[src/rtl/pipelined_adder.sv]
// ============================================================================
// pipelined_adder : WIDTH-bit add/subtract split into STAGES carry segments
// Rev 1.0 - initial release
// ============================================================================
`default_nettype none

module pipelined_adder #(
  parameter int WIDTH  = 26,
  parameter int STAGES = 2
) (
  input  logic             clk,
  input  logic             rst,
  input  logic             in_valid,
  output logic             in_ready,
  input  logic [WIDTH-1:0] a,
  input  logic [WIDTH-1:0] b,
  input  logic             c_in,
  input  logic             sub,
  output logic             out_valid,
  input  logic             out_ready,
  output logic [WIDTH:0]   sum
);

  localparam int c_SEG = (WIDTH + STAGES - 1) / STAGES;

  logic             w_en;
  logic [WIDTH-1:0] w_b_eff;
  logic             w_cin0;

  logic [WIDTH-1:0] w_a_in  [STAGES];
  logic [WIDTH-1:0] w_b_in  [STAGES];
  logic [WIDTH-1:0] w_s_in  [STAGES];
  logic [WIDTH-1:0] w_s_nxt [STAGES];
  logic             w_c_in  [STAGES];
  logic             w_c_nxt [STAGES];
  logic             w_v_in  [STAGES];

  // r_a/r_b carry the not-yet-added upper slices; r_s holds finished low slices
  logic [WIDTH-1:0] r_a [STAGES];
  logic [WIDTH-1:0] r_b [STAGES];
  logic [WIDTH-1:0] r_s [STAGES];
  logic             r_c [STAGES];
  logic             r_v [STAGES];

  assign w_b_eff = sub ? ~b : b;
  assign w_cin0  = sub | c_in;

  generate
    for (genvar k = 0; k < STAGES; k++) begin : g_stage
      localparam int c_LO = k * c_SEG;

      if (k == 0) begin : g_first
        assign w_a_in[k] = a;
        assign w_b_in[k] = w_b_eff;
        assign w_s_in[k] = '0;
        assign w_c_in[k] = w_cin0;
        assign w_v_in[k] = in_valid;
      end else begin : g_next
        assign w_a_in[k] = r_a[k-1];
        assign w_b_in[k] = r_b[k-1];
        assign w_s_in[k] = r_s[k-1];
        assign w_c_in[k] = r_c[k-1];
        assign w_v_in[k] = r_v[k-1];
      end

      if (c_LO < WIDTH) begin : g_seg
        localparam int               c_SW   = (WIDTH - c_LO < c_SEG) ? (WIDTH - c_LO) : c_SEG;
        localparam logic [WIDTH-1:0] c_MASK = WIDTH'({c_SW{1'b1}}) << c_LO;
        logic [c_SW:0] w_seg;

        assign w_seg = {1'b0, c_SW'(w_a_in[k] >> c_LO)}
                     + {1'b0, c_SW'(w_b_in[k] >> c_LO)}
                     + (c_SW + 1)'(w_c_in[k]);
        assign w_s_nxt[k] = (w_s_in[k] & ~c_MASK) | (WIDTH'(w_seg[c_SW-1:0]) << c_LO);
        assign w_c_nxt[k] = w_seg[c_SW];
      end else begin : g_pass
        // Trailing empty segment when ceil() over-allocates: carry just moves on
        assign w_s_nxt[k] = w_s_in[k];
        assign w_c_nxt[k] = w_c_in[k];
      end
    end
  endgenerate

  always_ff @(posedge clk) begin
    if (rst) begin
      for (int k = 0; k < STAGES; k++) begin
        r_a[k] <= '0;
        r_b[k] <= '0;
        r_s[k] <= '0;
        r_c[k] <= 1'b0;
        r_v[k] <= 1'b0;
      end
    end else if (w_en) begin
      for (int k = 0; k < STAGES; k++) begin
        r_a[k] <= w_a_in[k];
        r_b[k] <= w_b_in[k];
        r_s[k] <= w_s_nxt[k];
        r_c[k] <= w_c_nxt[k];
        r_v[k] <= w_v_in[k];
      end
    end
  end

  assign w_en      = !r_v[STAGES-1] | out_ready;
  assign in_ready  = w_en;
  assign out_valid = r_v[STAGES-1];
  assign sum       = {r_c[STAGES-1], r_s[STAGES-1]};

endmodule

`default_nettype wire

[config.mk]
export PLATFORM = sky130hd
export DESIGN_NAME = pipelined_adder
export DESIGN_NICKNAME = d
export VERILOG_FILES = /design/src/rtl/pipelined_adder.sv
export SDC_FILE = /design/constraint.sdc
export NUM_CORES = 1
export LEC_CHECK = 0
export ABC_AREA = 1
export ABC_CLOCK_PERIOD_IN_PS = 4400
export CAP_MARGIN = 10
export CORE_ASPECT_RATIO = 1.4
export CORE_MARGIN = 2
export CORE_UTILIZATION = 25
export DETAILED_ROUTE_END_ITERATION = 10
export PLACE_DENSITY = 0.56
export SLEW_MARGIN = 15
export SYNTH_ARGS = -nofsm -noshare
export SYNTH_HDL_FRONTEND = slang
export SYNTH_SLANG_ARGS = --single-unit
export TNS_END_PERCENT = 5
[constraint.sdc]
create_clock -name clk -period 4.4 [get_ports clk]
set_clock_uncertainty 0.05 [all_clocks]
set_input_delay 0.66 -clock clk [delete_from_list [all_inputs] [get_ports clk]]
set_output_delay 0.66 -clock clk [all_outputs]
set_load 0.02 [all_outputs]
* Yosys cells after proc, flatten, opt, wreduce, memory -nomap -nowiden *
Memory sizes are Yosys's and may differ from the RTL's.
Index checks and enable logic that the tools add are counted.

cells by class
  $add $sub $neg = 4
  multiplexer cells = 16
  bitwise logic cells = 14
  reduce and logical (&&, ||, !) cells = 1

operator list
  kind                                       number
  26-bit 2-to-1 mux                          7
  13-bit by 13-bit adder with 14-bit output  2
  14-bit by 1-bit adder with 14-bit output   2
  26-bit NOT                                 1
  13-bit by 26-bit OR with 26-bit output     1
  1-bit OR                                   12
  1-bit 2-to-1 mux                           9
  1-bit zero test                            1

storage, ports and cells
  flip-flop bits (word level) = 0
  memory bits (writable) = 160
  input bits = 58
  output and inout bits = 29
  word-level logic and storage cells = 40
  memories kept = 5

memories
  memory  depth  bits a word  rd ports  clocked after memory_dff  write ports  line  text
  r_a     2      26           1         0                         2            39    logic [WIDTH-1:0] r_a [STAGES];
  r_b     2      26           1         0                         2            40    logic [WIDTH-1:0] r_b [STAGES];
  r_s     2      26           2         0                         2            41    logic [WIDTH-1:0] r_s [STAGES];
  r_c     2      1            2         0                         2            42    logic r_c [STAGES];
  r_v     2      1            2         0                         2            43    logic r_v [STAGES];

* Depth between registers and ports, before layout *
Gate-level depths: netlist (run 1).
An unclocked memory read counts as a cell.

  depth in word-level cells = 7
  mapped depth = 13
  depth with buffers taken out = 11

* Worst setup path before layout (run 1) *
No wires, ideal clock.

  path type = in2reg
  start point = in rst
  end point = mem r_a[0][13], enable pin
  arrival = 2283 ps
  required time = 3454 ps
  slack = 1171 ps
  cell stages on the path = 2
  path buffers = 0
  cell sequence = inv_1 -> nand3_1

RTL lines
  what             line  text
  start, declared  12    input logic rst,
  end, declared    39

==> results of run 1 <==
-- per-stage QoR --
step / power (uW) / instances / hold slack (ns)
2_1_floorplan: 1230 / 554 / 0.469
3_3_place_gp: 1380 / 846 / 0.474
3_5_place_dp: 1380 / 846 / 0.481
4_1_cts: 2100 / 860 / 0.495
5_1_grt: 2190 / 860 / 0.519
6_report: 2060 / 860 / 0.490
-- cells by family (layout without fill, tap and decap cells) --
kind of cell             count (synthesis)  count (layout)  share of synthesized area [%]
AND/OR/NAND/NOR                        266             266                           24.1
buffers and inverters                  143             209                           14.4
flip-flops                              69              69                           45.5
adder cells (fa/ha/maj)                 28              28                           8.35
XOR/XNOR                                27              27                           5.19
AO/OA/AOI/OAI                           21              21                           2.55
-- Yosys cell counts --
cell type / instances / area (sq um)
sky130_fd_sc_hd__a21oi_1: 16 / 80.1
sky130_fd_sc_hd__a21oi_2: 1 / 8.76
sky130_fd_sc_hd__buf_2: 2 / 10.0
sky130_fd_sc_hd__buf_4: 31 / 233
sky130_fd_sc_hd__clkbuf_1: 3 / 11.3
sky130_fd_sc_hd__clkinv_1: 3 / 11.3
sky130_fd_sc_hd__edfxtp_1: 69 / 2070
sky130_fd_sc_hd__fa_1: 4 / 80.1
sky130_fd_sc_hd__ha_1: 24 / 300
sky130_fd_sc_hd__inv_1: 97 / 364
sky130_fd_sc_hd__inv_2: 7 / 26.3
sky130_fd_sc_hd__nand2_1: 135 / 507
sky130_fd_sc_hd__nand2_2: 6 / 37.5
sky130_fd_sc_hd__nand3_1: 20 / 100
sky130_fd_sc_hd__nand3_2: 3 / 30.0
sky130_fd_sc_hd__nand4_1: 6 / 37.5
sky130_fd_sc_hd__nor2_1: 86 / 323
sky130_fd_sc_hd__nor2_2: 7 / 43.8
sky130_fd_sc_hd__nor3_1: 2 / 10.0
sky130_fd_sc_hd__nor3b_1: 1 / 7.51
sky130_fd_sc_hd__o21ai_0: 2 / 10.0
sky130_fd_sc_hd__o21ai_2: 2 / 17.5
sky130_fd_sc_hd__xnor2_1: 14 / 123
sky130_fd_sc_hd__xor2_1: 13 / 114
-- cells in the final DEF (no fill, tap or decap) --
| cell type | n |
|---|---|
| sky130_fd_sc_hd__a21oi_1 | 16 |
| sky130_fd_sc_hd__a21oi_2 | 1 |
| sky130_fd_sc_hd__buf_2 | 1 |
| sky130_fd_sc_hd__buf_4 | 2 |
| sky130_fd_sc_hd__bufinv_16 | 1 |
| sky130_fd_sc_hd__clkbuf_1 | 2 |
| sky130_fd_sc_hd__clkbuf_16 | 9 |
| sky130_fd_sc_hd__clkdlybuf4s50_1 | 85 |
| sky130_fd_sc_hd__clkinv_1 | 4 |
| sky130_fd_sc_hd__clkinv_2 | 1 |
| sky130_fd_sc_hd__edfxtp_1 | 69 |
| sky130_fd_sc_hd__fa_1 | 4 |
| sky130_fd_sc_hd__ha_1 | 24 |
| sky130_fd_sc_hd__inv_1 | 97 |
| sky130_fd_sc_hd__inv_2 | 7 |
| sky130_fd_sc_hd__nand2_1 | 135 |
| sky130_fd_sc_hd__nand2_2 | 6 |
| sky130_fd_sc_hd__nand3_1 | 19 |
| sky130_fd_sc_hd__nand3_2 | 3 |
| sky130_fd_sc_hd__nand3_4 | 1 |
| sky130_fd_sc_hd__nand4_1 | 6 |
| sky130_fd_sc_hd__nor2_1 | 86 |
| sky130_fd_sc_hd__nor2_2 | 7 |
| sky130_fd_sc_hd__nor3_1 | 2 |
| sky130_fd_sc_hd__nor3b_1 | 1 |
| sky130_fd_sc_hd__o21ai_0 | 2 |
| sky130_fd_sc_hd__o21ai_2 | 2 |
| sky130_fd_sc_hd__xnor2_1 | 14 |
| sky130_fd_sc_hd__xor2_1 | 13 |
-- worst min path at each step --
| stage | from | end | slack (ns) | cells past startpoint |
|---|---|---|---|---|
| 3_5_place_dp | r_s[0][5] | r_s[0][31] | 0.48 | 2 |
| 4_1_cts | r_s[0][5] | r_s[0][31] | 0.49 | 2 |
| 6_report | r_s[0][5] | r_s[0][31] | 0.49 | 2 |
| 5_1_grt | r_s[0][10] | r_s[0][36] | 0.52 | 2 |
| 2_1_floorplan | r_s[0][0] | r_s[0][26] | 0.47 | 2 |
| 3_3_place_gp | r_s[0][0] | r_s[0][26] | 0.47 | 2 |
-- area by class of cell --
| type | count | area [sq um] | share of cell area (%) |
|---|---|---|---|
| flip-flops and latches | 69 | 2070 | 36.0 |
| clock inverters | 3 | 38.8 | 0.674 |
| clock buffers | 11 | 233 | 4.04 |
| well taps | 240 | 300 | 5.22 |
| multi-input cells | 342 | 1840 | 32.0 |
| inverters | 107 | 402 | 6.98 |
| repair buffers | 88 | 871 | 15.1 |
-- metal layers --
layer,GRT usage (%),vias to the layer above
met5,0,-
met4,5.48,0
met3,3.65,12
met2,22.7,61
met1,11.1,1557
li1,-,1814
-- sequential cells by signal, indices dropped and copies added, names as in the netlist --
signal / cells
r_b: 13
r_a: 13
r_s: 39
r_v: 2
r_c: 2
-- where the power goes --
group	internal (uW)	switching, uW
registers	816	20.9
clock network	430	267
logic	225	301
-- worst register-to-register path: stages, from the launching register on --
cell                       delay [ns]
sky130_fd_sc_hd__edfxtp_1        0.32
sky130_fd_sc_hd__inv_1           0.05
sky130_fd_sc_hd__fa_1            0.48
sky130_fd_sc_hd__fa_1            0.47
sky130_fd_sc_hd__o21ai_2         0.26
sky130_fd_sc_hd__nand3_1         0.10
sky130_fd_sc_hd__nand2_1         0.09
sky130_fd_sc_hd__nand2_1         0.05
sky130_fd_sc_hd__nand2_1         0.05
sky130_fd_sc_hd__nor2_1          0.04
==> impl_metrics.env, run 1 <==
export IMPL_run_status="complete, no violations"
export IMPL_area_of_the_core_sq_um=17900
export IMPL_path_cells="buf_2 -> xnor2_1 -> fa_1 -> inv_1 -> fa_1 -> nand3_1 -> nand3_1 -> inv_2 -> o21ai_2 -> nand2_1 -> nand2_1 -> nor2_1"
export IMPL_timing_critical_path_arrival_ns=2.70
export IMPL_worst_setup_path_type="input pin to register"
export IMPL_global_placer_s_final_weighted_congestion=0.846
export IMPL_crit_end="r_s[0][6]"
export IMPL_postSynthAreaPerCell_sq_um=8.23
export IMPL_drt_pass1_iterations=4
export IMPL_report_final_hold_viol_count=0
export IMPL_vdd_ir_drop_max_mv=0.140
export IMPL_netlist_instances=554
export IMPL_rsz0062_at_grt="false"
export IMPL_die_area_sq_um=19300
export IMPL_final_net_count=703
export IMPL_finalWirelength_mm=10.3
export IMPL_power_density_nw_per_um2=358
export IMPL_crit_path_max_incr_delay_ns=0.43
export IMPL_clk_transition_reported_paths_ns=0.05
export IMPL_slew_headroom_pct=31.2
export IMPL_max_freq_mhz=376
export IMPL_floorplan_io_pins=87
export IMPL_critPathRequiredTime_ns=4.45
export IMPL_ant_nets=0
export IMPL_area_growth_pct=26.4
export IMPL_floorplan_die_width_microns=118
export IMPL_met3RoutedLength_microns=459
export IMPL_max_cap_violations=0
export IMPL_end_kind="register"
export IMPL_global_route_overflow_total=0
export IMPL_p_leak_uw=0.00269
export IMPL_number_of_buffers_added_for_setup_after_cts=0
export IMPL_grt_pass1_wl_mm=17.2
export IMPL_met2RoutedLength_mm=5.76
export IMPL_class_of_the_most_critical_hold_timing_path="register to register"
export IMPL_postSynthNetCount=640
export IMPL_grt_antenna_before_repair=0
export IMPL_top_layer_used="met4"
export IMPL_cts_htree_levels=3
export IMPL_buffers_plus_inverters_on_the_worst_setup_path=3
export IMPL_reg2reg_from="r_c[0][0]"
export IMPL_synth_seq_area_share_pct=45.5
export IMPL_timing_final_crit_share_pct=60.4
export IMPL_clock_tree_root_cell="sky130_fd_sc_hd__clkbuf_16"
export IMPL_postSynthRegisterBits=69
export IMPL_final_routed_drc_violation_total=0
export IMPL_grt_start_max_net_pins=70
export IMPL_start_util_pct=25.4
export IMPL_timing_reg2reg_setup_slack_ns=2.18
export IMPL_clock_tree_buffer_depth=2
export IMPL_die_height_microns=164
export IMPL_total_cts_buffers=9
export IMPL_cts_resized=0
export IMPL_crit_slowest_cell="sky130_fd_sc_hd__fa_1"
export IMPL_avgRoutedWirePerCell_microns=12.0
export IMPL_postLayoutCoreUtil_pct=32.1
export IMPL_grt_usage_pct=11.7
export IMPL_m1WireLength_mm=3.86
export IMPL_routed_vias=3444
export IMPL_first_global_vias=3607
export IMPL_port_buffer_count=86
export IMPL_timing_critical_path_depth=12
export IMPL_stdcell_area_sq_um=5760
export IMPL_dpl_cell_area_sq_um=5490
export IMPL_clock_insertion_delay_worst_skew_ns=0.34
export IMPL_final_setup_viol_count=0
export IMPL_critPathLaunchType="input pin"
export IMPL_r2r_cells=9
export IMPL_cp_max_fo=16
export IMPL_syn_cell_area_sq_um=4560
export IMPL_detailedRoute_firstIterationViolations=116
export IMPL_capturing_point_of_the_worst_reg2reg_path="r_s[0][47]"
export IMPL_critPathLaunch="sub"
export IMPL_cts_hold_repair_buffers=0
export IMPL_worstMarginPinSlew_ns=1.03
export IMPL_ys_warn_count=0
export IMPL_drive_above_1_share_pct=6.61
export IMPL_layout_setup_ws_ns=1.74
export IMPL_slew_viol_final=0
export IMPL_tritoncts="yes"
export IMPL_antenna_diode_count=0
export IMPL_tritoncts_num_sinks=69
export IMPL_place_detailed_hpwl_mm=7.76
export IMPL_place_ws_ns=1.36
export IMPL_setup_total_negative_slack_ns=0
export IMPL_rows=58
export IMPL_vias_per_cell=4.00
export IMPL_filler_cell_count=1904
export IMPL_timing_final_crit_period_ns=2.66
export IMPL_crit_family="adder cells"
export IMPL_synth_distinct_cells=24
Power figures use the tool's default switching activity.
==> inputs of run 2 (changes only) <==
--- a/config.mk
+++ b/config.mk
@@ -6,7 +6,7 @@
 export NUM_CORES = 1
 export LEC_CHECK = 0
 export ABC_AREA = 1
-export ABC_CLOCK_PERIOD_IN_PS = 4400
+export ABC_CLOCK_PERIOD_IN_PS = 2600
 export CAP_MARGIN = 10
 export CORE_ASPECT_RATIO = 1.4
 export CORE_MARGIN = 2
==> constraint.sdc (replaced) <==
create_clock -name clk -period 2.6 [get_ports clk]
set_clock_uncertainty 0.05 [all_clocks]
set_input_delay 0.39 -clock clk [delete_from_list [all_inputs] [get_ports clk]]
set_output_delay 0.39 -clock clk [all_outputs]
set_load 0.02 [all_outputs]
==> impl_metrics.env, run 2 (synthesized netlist as in run 1, its figures left out) <==
export IMPL_run_status="complete, no violations"
export IMPL_timing_reg2reg_setup_slack_ns=0.37
export IMPL_rows=58
export IMPL_global_route_overflow_total=0
export IMPL_worstMarginPinSlew_ns=0.398
export IMPL_worst_hold_slack_ns=0.492
export IMPL_critPathRequiredTime_ns=2.62
export IMPL_timing_critical_path_arrival_ns=2.37
export IMPL_max_flop_register="r_s"
export IMPL_crit_path_max_incr_delay_ns=0.46
export IMPL_p_leak_uw=0.00278
export IMPL_cts_resized=0
export IMPL_cts_htree_levels=3
export IMPL_grt_usage_pct=10.9
export IMPL_slew_viol_final=0
export IMPL_capturing_point_of_the_worst_reg2reg_path="r_s[0][47]"
export IMPL_detailedRoute_firstIterationViolations=111
export IMPL_drt_pass1_iterations=4
export IMPL_holdPathStages=2
export IMPL_cp_common_cell="sky130_fd_sc_hd__nand3_1"
export IMPL_slew_headroom_pct=73.4
export IMPL_class_of_the_most_critical_hold_timing_path="register to register"
export IMPL_place_detailed_hpwl_mm=7.95
export IMPL_clock_insertion_delay_worst_skew_ns=0.33
export IMPL_combinationalPowerShare_pct=27.6
export IMPL_most_common_layout_cells="sky130_fd_sc_hd__nand2_1 (135), sky130_fd_sc_hd__inv_1 (97), sky130_fd_sc_hd__nor2_1 (86), sky130_fd_sc_hd__clkdlybuf4s50_1 (86), sky130_fd_sc_hd__edfxtp_1 (69)"
export IMPL_crit_family="buffers and inverters"
export IMPL_worst_setup_path_type="input pin to register"
export IMPL_clock_network_power_share_pct=30.9
export IMPL_max_freq_mhz=425
export IMPL_global_placer_s_final_weighted_congestion=0.828
export IMPL_area_growth_pct=29.6
export IMPL_pwr_share_seq_pct=41.5
export IMPL_die_height_microns=164
export IMPL_reg2reg_from="r_c[0][0]"
export IMPL_clk_transition_reported_paths_ns=0.05
export IMPL_critPathLaunchType="input pin"
export IMPL_power_density_nw_per_um2=579
export IMPL_end_kind="register"
export IMPL_port_buffer_count=86
export IMPL_tritoncts_num_sinks=69
export IMPL_final_net_count=723
export IMPL_number_of_flip_flops_in_the_largest_register=39
export IMPL_grt_pass1_wl_mm=16.2
export IMPL_ant_nets=0
export IMPL_area_of_the_core_sq_um=17900
export IMPL_vdd_ir_drop_max_mv=0.243
export IMPL_cp_max_fo=5
export IMPL_timing_final_crit_share_pct=90.4
export IMPL_timing_final_crit_period_ns=2.35
export IMPL_max_cap_violations=0
export IMPL_total_internal_power_uw=2440
export IMPL_grt_antenna_before_repair=0
export IMPL_final_setup_viol_count=0
export IMPL_start_util_pct=25.4
export IMPL_report_final_hold_viol_count=0
export IMPL_r2r_cells=9
export IMPL_grt_start_max_net_pins=70
export IMPL_stdcell_area_sq_um=5910
export IMPL_whs_endpoint="r_s[0][27]"
export IMPL_total_cts_buffers=9
export IMPL_final_routed_drc_violation_total=0
export IMPL_crit_slowest_cell="sky130_fd_sc_hd__clkdlybuf4s50_1"
export IMPL_tritoncts="yes"
export IMPL_drive_above_1_share_pct=9.22
export IMPL_mostFrequentLayoutCell="sky130_fd_sc_hd__nand2_1"
export IMPL_clock_tree_root_cell="sky130_fd_sc_hd__clkbuf_16"
export IMPL_dpl_cell_area_sq_um=5660
export IMPL_avgRoutedWirePerCell_microns=11.6
export IMPL_finalWirelength_mm=10.2
export IMPL_die_area_sq_um=19300
export IMPL_power_net_switching_uw=984
export IMPL_antenna_diode_count=0
export IMPL_biggestRegsByFlops="r_s: 39 flops, r_a: 13 flops, r_b: 13 flops"
export IMPL_vias_per_cell=3.94
export IMPL_path_cells="clkdlybuf4s50_1 -> buf_4 -> xnor2_1 -> fa_1 -> inv_1 -> fa_1 -> nand3_1 -> nand3_1 -> nand2_1 -> nand3_1 -> nand2_1 -> a21oi_1"
export IMPL_routed_vias=3465
export IMPL_hold_path_startpoint="r_s[0][1]"
export IMPL_first_global_vias=3444
export IMPL_rsz0062_at_grt="false"
export IMPL_number_of_buffers_added_for_setup_after_cts=0
export IMPL_floorplan_die_width_microns=118
export IMPL_clock_tree_buffer_depth=2
export IMPL_buffers_plus_inverters_on_the_worst_setup_path=3
export IMPL_floorplan_io_pins=87
export IMPL_cts_hold_repair_buffers=0
export IMPL_net_sw_share_pct=28.8
-- run 2: changes by cell type in the layout (fill, tap and decap cells not counted), sizes merged --
cell and change:
clkinvlp +1, bufinv -1, clkdlybuf4s50 +1, buf +19
-- run 2: layer usage --
layer	up-vias	global-route usage, %	part of all wire, %
li1	1852	-	-
met1	1529	10.4	37
met2	68	21.4	56
met3	16	2.47	4.4
met4	0	5.59	2.5
met5	-	0	0
-- run 2: metrics by stage --
stage               total power (uW)  setup slack, ns  std cells  utilization (%)  setup TNS [ns]
finish                          3420            0.250        880             33.0               0
global route                    3640            0.125        880             33.0               0
CTS                             3480            0.232        880             33.0               0
detailed placement              2400           -0.121        866             31.6          -0.552
global placement                2390          -0.0828        866             31.6          -0.265
floorplan                       2080            0.236        554                -               0
-- run 2: tightest hold or removal path, delay by kind of cell (launching register included) --
family	cells	cell delay (ns)
simple gates	1	0.08
buf+inv	1	0.04
flops	1	0.32
-- run 2: worst max-delay path by stage --
| stage | startpoint | to | slack, ns | cells past startpoint |
|---|---|---|---|---|
| 6_report | sub | r_s[0][8] | 0.25 | 12 |
| 5_1_grt | sub | r_s[0][12] | 0.12 | 13 |
| 4_1_cts | sub | r_s[0][6] | 0.23 | 13 |
| 3_5_place_dp | sub | r_s[0][8] | -0.12 | 12 |
| 3_3_place_gp | sub | r_s[0][12] | -0.08 | 12 |
| 2_1_floorplan | sub | r_s[0][6] | 0.24 | 13 |
-- run 2: cell type report --
| type | instances | area [sq um] |
|---|---|---|
| clock buffer | 11 | 233 |
| clock inverter | 3 | 15.0 |
| fill | 1927 | 12000 |
| inverter | 107 | 402 |
| multi-input combinational | 342 | 1830 |
| sequential | 69 | 2070 |
| tap | 240 | 300 |
| timing repair buffer | 108 | 1050 |
-- run 2: power by group through the flow --
stage	clock network, uW	logic, uW	registers (uW)
after floorplan	0	645	1430
after global placement	0	950	1440
after detailed placement	0	957	1440
after CTS	1100	961	1420
after global routing	1150	1050	1430
final	1060	943	1420
==> RTL change, RTL diff (settings of run 1) <==
Set the parameter `STAGES` to 4 (it was 2).
--- a/src/rtl/pipelined_adder.sv
+++ b/src/rtl/pipelined_adder.sv
@@ -7,5 +7,5 @@
 module pipelined_adder #(
   parameter int WIDTH  = 26,
-  parameter int STAGES = 2
+  parameter int STAGES = 4
 ) (
   input  logic             clk,
Behaviour: not the same (a bounded check fails within 4 cycles, from zero or initial values).
==> RTL change against run 1 <==
Synthesized cell count up 15%. Core utilization down 0.22 points. Power up 73%. Critical path depth down 3. Sequential power up 100%. Routed wire length up 15%. Area after synthesis up 52%. Final area up 52%. Sequential cell count up 79. Via count up 20%. Combinational power down 25%. Setup slack worse by 22 ps. Critical endpoint is now r_s[0][4]$_SDFFCE_PN0P_. Largest cell class unchanged. Largest power group unchanged.
==> RTL change: results (changes against run 1) <==
layout cells sized above 1 5.97% (-0.64 points); largest net degree at the start of global routing 73 (+4.3%); vias in the first global route 4,189 (+16%); GP Congestion 0.773 (-8.7%); worst-skew pair later-pin latency 410 ps (+70 ps); WHS 488 ps (-1.62 ps); Routed Wire Length 11,900 µm (+15%); Metal-1 WL 5320 µm (+38%); Switching Fraction 23.0% (-5.6 points); leakage 3.69 nW (+37%); fmax 0.373 GHz (-0.83%); Hold Path End r_s[2][1]$_SDFFCE_PN0P_; grt met1 use 10.2% (-0.91 points); first-pass GRT wire length 19,800 µm (+15%); Post-Place Setup Slack 1270 ps (-93.9 ps); Syn Nets 724 (+13%); crit-path max cell delay 580 ps (+150 ps); Post-synth EDFFs 148 (+110%); Max IR drop VDD 261 µV (+87%); reg2reg start r_v[0][3]$_DFFE_PP_; Synth area leaders edfxtp_1, nor2_1, inv_1; met2 WL post-DR 6010 µm (+4.4%); Pwr Density 408 nW/µm² (+14%); Slew HR 48.8% (+18 points); GRT met2 Usage 14.9% (-7.7 points); Starting DRT DRC Count 300 (+160%); fin cells 1,107 (+29%); via count 4,128 (+20%); P_clk 0.00147 W (+110%); crit-path max FO 27 (+11); crit path to r_s[0][4]$_SDFFCE_PN0P_; most frequent cells after synthesis nor2_1, edfxtp_1, inv_1; H-tree depth 4 (+1); RR Endpoint r_s[1][9]$_SDFFCE_PN0P_; cell area after placement 8160 µm² (+49%); status finished clean; combinational power 0.000392 W (-25%); Synth Instances 636 (+15%); GR Util All Layers 8.72% (-3.0 points); Nets 813 (+16%); worst r2r path cells 4 (-5); DP HPWL 8130 µm (+4.8%); Largest regs r_s (68), r_a (36), r_b (36); Critical Path AT 2810 ps (+110 ps); met3 wire len 345 µm (-25%)
-- RTL change: layout make-up --
class                   count  area [µm²]  area share (%)
clock buffers              17         425            4.85
clock inverters            14         179            2.04
inverters                 133         502            5.72
multi-input cells         336        1840            21.0
flip-flops and latches    148        4440            50.7
well taps                 370         463            5.28
repair buffers             89         916            10.4
-- RTL change: cell families (layout without fill, tap and decap cells) --
| family | after synthesis | in the layout | share of synthesized area [%] |
|---|---|---|---|
| AND/OR/NAND/NOR | 254 | 254 | 14.8 |
| buffers and inverters | 152 | 253 | 9.32 |
| flip-flops | 148 | 148 | 64.2 |
| adder cells (fa/ha/maj) | 30 | 30 | 6.29 |
| AO/OA/AOI/OAI | 26 | 26 | 2.15 |
| XOR/XNOR | 26 | 26 | 3.29 |
-- RTL change: worst register-to-register path: stages, from the launching register on --
cell	delay (ps)
edfxtp_1	450
a21oi_4	550
inv_4	430
buf_12	320
nor3b_1	250
